`src/rtl/apb_cmd_master.sv`:
```
// apb_cmd_master: APB3 requester that turns single-beat valid/ready commands
// into APB transfers, one outstanding at a time, and returns read data plus
// an error flag on a valid/ready response port.
//   pclk, prstn            clock (rising edge), async active-low reset
//   cmd_valid/cmd_ready    command handshake; cmd_write/cmd_addr/cmd_wdata payload
//   rsp_valid/rsp_ready    response handshake; rsp_rdata/rsp_err payload
//   psel..pslverr          APB3 requester interface
module apb_cmd_master #(
  parameter int unsigned ADDR_W  = 32,
  parameter int unsigned DATA_W  = 32,
  parameter int unsigned TIMEOUT = 16
) (
  input  logic              pclk,
  input  logic              prstn,
  input  logic              cmd_valid,
  output logic              cmd_ready,
  input  logic              cmd_write,
  input  logic [ADDR_W-1:0] cmd_addr,
  input  logic [DATA_W-1:0] cmd_wdata,
  output logic              rsp_valid,
  input  logic              rsp_ready,
  output logic [DATA_W-1:0] rsp_rdata,
  output logic              rsp_err,
  output logic              psel,
  output logic              penable,
  output logic              pwrite,
  output logic [ADDR_W-1:0] paddr,
  output logic [DATA_W-1:0] pwdata,
  input  logic [DATA_W-1:0] prdata,
  input  logic              pready,
  input  logic              pslverr
);

  localparam int unsigned CNT_W = (TIMEOUT > 0) ? $clog2(TIMEOUT + 1) : 1;

  typedef enum logic [1:0] {
    IDLE   = 2'd0,
    SETUP  = 2'd1,
    ACCESS = 2'd2,
    RESP   = 2'd3
  } state_t;

  state_t           state;
  logic [CNT_W-1:0] cnt;
  logic [CNT_W:0]   cnt_inc;
  logic             timed_out;

  // Count including the current ACCESS cycle; timeout fires on the cycle
  // that makes TIMEOUT ACCESS cycles in total.
  assign cnt_inc   = {1'b0, cnt} + (CNT_W+1)'(1);
  assign timed_out = (TIMEOUT != 0) && (cnt_inc >= (CNT_W+1)'(TIMEOUT));

  assign cmd_ready = (state == IDLE);

  // Transfer sequencer with registered APB and response outputs.
  always_ff @(posedge pclk or negedge prstn) begin
    if (!prstn) begin
      state     <= IDLE;
      cnt       <= '0;
      psel      <= 1'b0;
      penable   <= 1'b0;
      pwrite    <= 1'b0;
      paddr     <= '0;
      pwdata    <= '0;
      rsp_valid <= 1'b0;
      rsp_rdata <= '0;
      rsp_err   <= 1'b0;
    end else begin
      case (state)
        IDLE: begin
          if (cmd_valid) begin
            psel    <= 1'b1;
            penable <= 1'b0;
            pwrite  <= cmd_write;
            paddr   <= cmd_addr;
            pwdata  <= cmd_wdata;
            cnt     <= '0;
            state   <= SETUP;
          end
        end

        SETUP: begin
          penable <= 1'b1;
          state   <= ACCESS;
        end

        ACCESS: begin
          // Saturating so TIMEOUT=0 can wait indefinitely without wrapping.
          if (!(&cnt)) begin
            cnt <= cnt + CNT_W'(1);
          end
          if (pready || timed_out) begin
            psel      <= 1'b0;
            penable   <= 1'b0;
            pwrite    <= 1'b0;
            paddr     <= '0;
            pwdata    <= '0;
            rsp_valid <= 1'b1;
            state     <= RESP;
            // pready wins over a coincident timeout.
            if (pready) begin
              rsp_err   <= pslverr;
              rsp_rdata <= (!pwrite && !pslverr) ? prdata : '0;
            end else begin
              rsp_err   <= 1'b1;
              rsp_rdata <= '0;
            end
          end
        end

        RESP: begin
          if (rsp_ready) begin
            rsp_valid <= 1'b0;
            state     <= IDLE;
          end
        end

        default: begin
          state <= IDLE;
        end
      endcase
    end
  end

endmodule

```
`config.mk`:
```
export PLATFORM = sky130hd
export DESIGN_NAME = apb_cmd_master
export DESIGN_NICKNAME = d
export VERILOG_FILES = /design/src/rtl/apb_cmd_master.sv
export SDC_FILE = /design/constraint.sdc
export NUM_CORES = 1
export LEC_CHECK = 0
export CAP_MARGIN = 20
export CORE_MARGIN = 1.5
export CORE_UTILIZATION = 43
export DETAILED_ROUTE_END_ITERATION = 6
export PLACE_DENSITY_LB_ADDON = 0.12
export SYNTH_ARGS = -nofsm -noshare
export SYNTH_HDL_FRONTEND = slang
export SYNTH_SLANG_ARGS = --single-unit
```
`constraint.sdc`:
```
create_clock -name pclk -period 2.65 [get_ports pclk]
set_clock_uncertainty 0.05 [all_clocks]
set_input_delay 0.3975 -clock pclk [delete_from_list [all_inputs] [get_ports pclk]]
set_output_delay 0.3975 -clock pclk [all_outputs]
set_load 0.01 [all_outputs]
```
Word level (Yosys, flattened, before mapping)
Index checks and enable logic that the tools add are counted.
{ "totals": {"reg_bits": 108, "out_inout_bits": 102, "wordCells": 60} }
{ "op_classes": {"add_sub_neg": 2, "magnitude_cmp": 1, "n_eq_ne": 7, "muxes": 25, "n_reduce_logical": 15} }
{ "ops": {"columns": ["op", "n"], "rows": [
  ["$mux 32", 5],
  ["$pmux 32 s2", 2],
  ["$reduce_and 3->1", 5],
  ["$mux 5", 2],
  ["$pmux 5 s2", 1],
  ["$ne 2x2->1 const B", 4],
  ["$pmux 2 s4", 1],
  ["$mux 1", 7],
  ["$add 5x1->6 const B", 1],
  ["$ge 6x5->1 const B", 1],
  ["$mux 2", 3],
  ["$pmux 1 s2", 3],
  ["$add 5x1->5 const B", 1],
  ["$reduce_and 5->1", 1],
  ["$eq 2x2->1 const B", 2],
  ["$reduce_bool 2->1", 2],
  ["$pmux 1 s3", 1],
  ["$reduce_bool 3->1", 1],
  ["$eq 2x1->1 const B", 1],
  ["$logic_not 1->1", 2],
  ["$logic_not 2->1", 1],
  ["$reduce_and 2->1", 1],
  ["$logic_and 1x1->1", 1],
  ["$logic_or 1x1->1", 1]
]} }

Longest topological paths before layout
{ "depth": {"word_depth": 5, "mapped_depth": 9} }

Worst setup path before layout
Ideal clock, no wire load.
{ "synth_timing": {"path_type": "reg2reg", "startpoint": "reg cnt[0]", "endpoint": "reg pwdata[21]", "arrival_time_ps": 1914, "t_required_ps": 2522, "path_slack_ps": 608, "stages_incl_launch_ff": 9, "path_buffers": 1, "synth_period_minus_slack_ps": 2042, "path_cell_list": "dfrtp_1 ha_1 and3_1 ha_1 nor2_1 o21a_1 a21o_1 clkbuf_1 o2bb2ai_1"} }
{ "synth_between": {"elab_chain_len": 5} }
{ "synth_lines": {"columns": ["element", "line_no", "text"], "rows": [
  ["from (decl)", "44", "logic [CNT_W-1:0] cnt;"],
  ["from (signal assigned)", "90", "cnt <= cnt + CNT_W'(1);"],
  ["$add 5x1->6", "50", "assign cnt_inc = {1'b0, cnt} + (CNT_W+1)'(1);"],
  ["$ge 6x5->1", "51", "assign timed_out = (TIMEOUT != 0) && (cnt_inc >= (CNT_W+1)'(TIMEOUT));"],
  ["$logic_or 1x1->1", "92", "if (pready || timed_out) begin"],
  ["$ne 2x2->1 (no line)", null, null],
  ["$reduce_and 3->1 (no line)", null, null],
  ["to (signal assigned)", "76", "pwdata <= cmd_wdata;"],
  ["to (decl)", "28", "output logic [DATA_W-1:0] pwdata,"]
]} }
No other way between the ends.
A chain may end at the register's enable or synchronous reset.

Final worst setup path
{ "layout_timing": {"startpoint": "reg cnt[0]", "endpoint": "reg paddr[31]"} }
{ "layout_between": {"elab_chain_len": 5} }
{ "layout_lines": {"columns": ["element", "line_no", "text"], "rows": [
  ["$add 5x1->6", "50", null],
  ["$ge 6x5->1", "51", null],
  ["$logic_or 1x1->1", "92", null],
  ["$ne 2x2->1 (no line)", null, null],
  ["$reduce_and 3->1 (no line)", null, null],
  ["to (signal assigned)", "75", "paddr <= cmd_addr;"],
  ["to (decl)", "27", "output logic [ADDR_W-1:0] paddr,"]
]} }
No other way between the ends.

==> impl_metrics.ini <==
[setup_path]
critPathCaptureType = flip-flop
critPathMaxFanout = 27
start_kind = flip-flop
critPathKind = reg2reg
cp.arrival_ns = 2.50
required_ns = 2.87

[min_path]
min_path_type = reg2reg

[detailed_routing]
routed_via_density = 5.57
first_pass_iters = 4
vias = 4269
wl_per_cell_um = 18.0
drtIter0Drc = 363
postRouteAntennaNets = 0
wl_um = 13800
drcViolationCount = 0

[die]
coreArea_sq_um = 11400
die_h_um = 111
io_pins = 205
initial_core_util_pct = 44.1
fp.dieArea_sq_um = 12300
fp.dieW_um = 111
rows = 39

[place]
dpl-instance-area_sq_um = 7100
dp_cells = 750
hpwlAfterDp_um = 9320
port_buffers = 204
place.gp.congestion = 0.766

[logic_synthesis]
postSynthAreaPerCell_sq_um = 11.5
ys_seq_area_share_pct = 53.9
yosysTopAreaCell = dfrtp_1
syn_inst = 435
netlist_area_sq_um = 5010
synth_cell_type_count = 30
ys_ff_latch = 108
synth_top_area_share_pct = 53.9
synthTopCellsByArea = dfrtp_1 (54%), o2bb2ai_1 (11%), nor2b_1 (8.2%), a31oi_1 (7.0%), a22o_1 (6.6%)
synth_nets = 545
yosysWarnings = 0

[timing]
slew_headroom_pct = 66.1
tightest_slew_ns = 0.503
hold_viol = 0
finalSetupViolCount = 0
timing.final.crit_share_pct = 86.2
whs_ns = 0.448
finalSetupTns_ns = 0
slew_violations = 0
rsz0062_at_grt = no
fmax_mhz = 438
period_minus_slack_ns = 2.29

[final_layout]
layout_common_cells = clkdlybuf4s50_1 (202), dfrtp_1 (108), nor2b_1 (66), o2bb2ai_1 (65), a31oi_1 (56)
area_growth_pct = 48.7
final_layout_size_suffix_gt1_share_pct = 5.93
final_common_cell = clkdlybuf4s50_1
layout.nets = 729
fin_cells = 767
diodes = 0
final_area_sq_um = 7450

[cts]
clk_pin_slew_worst_paths_ns = 0.07
cts.path.max_buffers = 2
clk_latency_ns = 0.35
cts.sinks = 108
cts_max_level = 3
cts-root-buf = clkbuf_16
cts_made_buffers = 9
tritoncts = yes

[global_route]
overflow = 0
grt_antenna_before_repair = 0
grt_pass1_wl_um = 22500
grt_pass1_vias = 4204
grt_max_degree = 53
track_usage_pct = 22.8

[outcome]
outcome = complete, no violations

[power]
p_comb_share_pct = 47.9
clockPowerShare_pct = 18.6
internal-power_mw = 5.20
p_leak_nw = 3.09
powerDensity_nw_per_um2 = 1080
total_power_mw = 8.06
switching_share_pct = 35.5
max-vdd-ir-drop_uv = 828
seqPwrFrac_pct = 33.5
power.switching_mw = 2.86

[flow_run]
maxCapViolations = 0
per-stage QoR:
| step | util, % | worst slack, ns |
|---|---|---|
| after floorplan | - | 0.608 |
| after global placement | 62.5 | 0.482 |
| after detailed placement | 62.5 | 0.363 |
| after CTS | 65.5 | 0.357 |
| after global routing | 65.5 | 0.207 |
| final | 65.5 | 0.365 |
power by group through the flow:
stage	clock, mW	combinational, mW	sequential, mW
finish	1.50	3.86	2.70
global route	1.61	4.18	2.78
CTS	1.54	3.90	2.70
detailed placement	0	3.89	2.71
global placement	0	3.78	2.69
floorplan	0	1.95	2.91
sequential cells by signal (all words and copies together), names as in the netlist:
name / cells
state: 2
rsp_err: 1
rsp_valid: 1
pwdata: 32
paddr: 32
cnt: 5
rsp_rdata: 32
penable: 1
psel: 1
pwrite: 1
layout make-up:
cell class                 count  area (sq um)
clock buffer                  13           270
clock inverter                 3          67.6
fill                         904          3920
inverter                       4          15.0
multi-input combinational    279          2060
sequential                   108          2700
tap                          143           179
timing repair buffer         217          2160
cells in the mapped netlist:
| master | n |
|---|---|
| nand3b_1 | 1 |
| clkbuf_1 | 24 |
| buf_4 | 4 |
| inv_1 | 4 |
| and2b_1 | 1 |
| dfrtp_1 | 108 |
| o21ai_0 | 8 |
| nor2b_1 | 66 |
| o32a_1 | 1 |
| a21o_1 | 1 |
| a22o_1 | 38 |
| mux2i_1 | 1 |
| mux2_2 | 4 |
| a21oi_1 | 11 |
| nor2_1 | 4 |
| buf_2 | 7 |
| ha_1 | 7 |
| o2bb2ai_1 | 65 |
| a22oi_1 | 1 |
| a31oi_1 | 56 |
| and3_1 | 1 |
| buf_6 | 9 |
| nand2_1 | 5 |
| a211oi_1 | 1 |
| o21a_1 | 1 |
| and2_1 | 1 |
| or4_1 | 1 |
| a21boi_1 | 1 |
| nand3_1 | 1 |
| nand2b_1 | 2 |
routing by layer:
layer  track usage (%)  up-vias  routed length (um)
met5                 0        -                   0
met4              4.36        0                  94
met3              7.93        7                 968
met2              36.3      147                6360
met1              30.4     2103                6400
li1                  -     2012                   -
timing repair:
item	in CTS	in global routing
hold endpoints to repair	32	0
buffers inserted	0	0
gates resized for setup	0	0
hold buffers	1	0
cells by family after synthesis:
| kind of cell | synth area share [%] |
|---|---|
| buf+inv | 5.42 |
| fa+ha+maj | 1.75 |
| simple gates | 9.96 |
| mux | 1.10 |
| flops | 53.9 |
| compound gates | 27.8 |
worst max-delay path, cell delays in order (launching register included):
cell and delay [ns]:
dfrtp_1 0.42, ha_1 0.24, and3_1 0.19, ha_1 0.30, nor2_1 0.13, o21a_1 0.22, a21o_2 0.19, buf_4 0.30
o2bb2ai_1 0.16
final timing paths:
kind | endpoint | slack, ns | cells past startpoint | startpoint
setup / recovery | paddr[31] | 0.36 | 8 | cnt[0]
hold / removal | rsp_rdata[31] | 0.45 | 1 | rsp_rdata[31]
setup reg to reg | paddr[31] | 0.36 | 8 | cnt[0]
hold reg to reg | rsp_rdata[31] | 0.45 | 1 | rsp_rdata[31]
max in group asynchronous | paddr[1] | 1.38 | 3 | prstn
min in group asynchronous | rsp_rdata[24] | 0.48 | 2 | prstn
No activity file was read; power rests on OpenSTA's default activity.
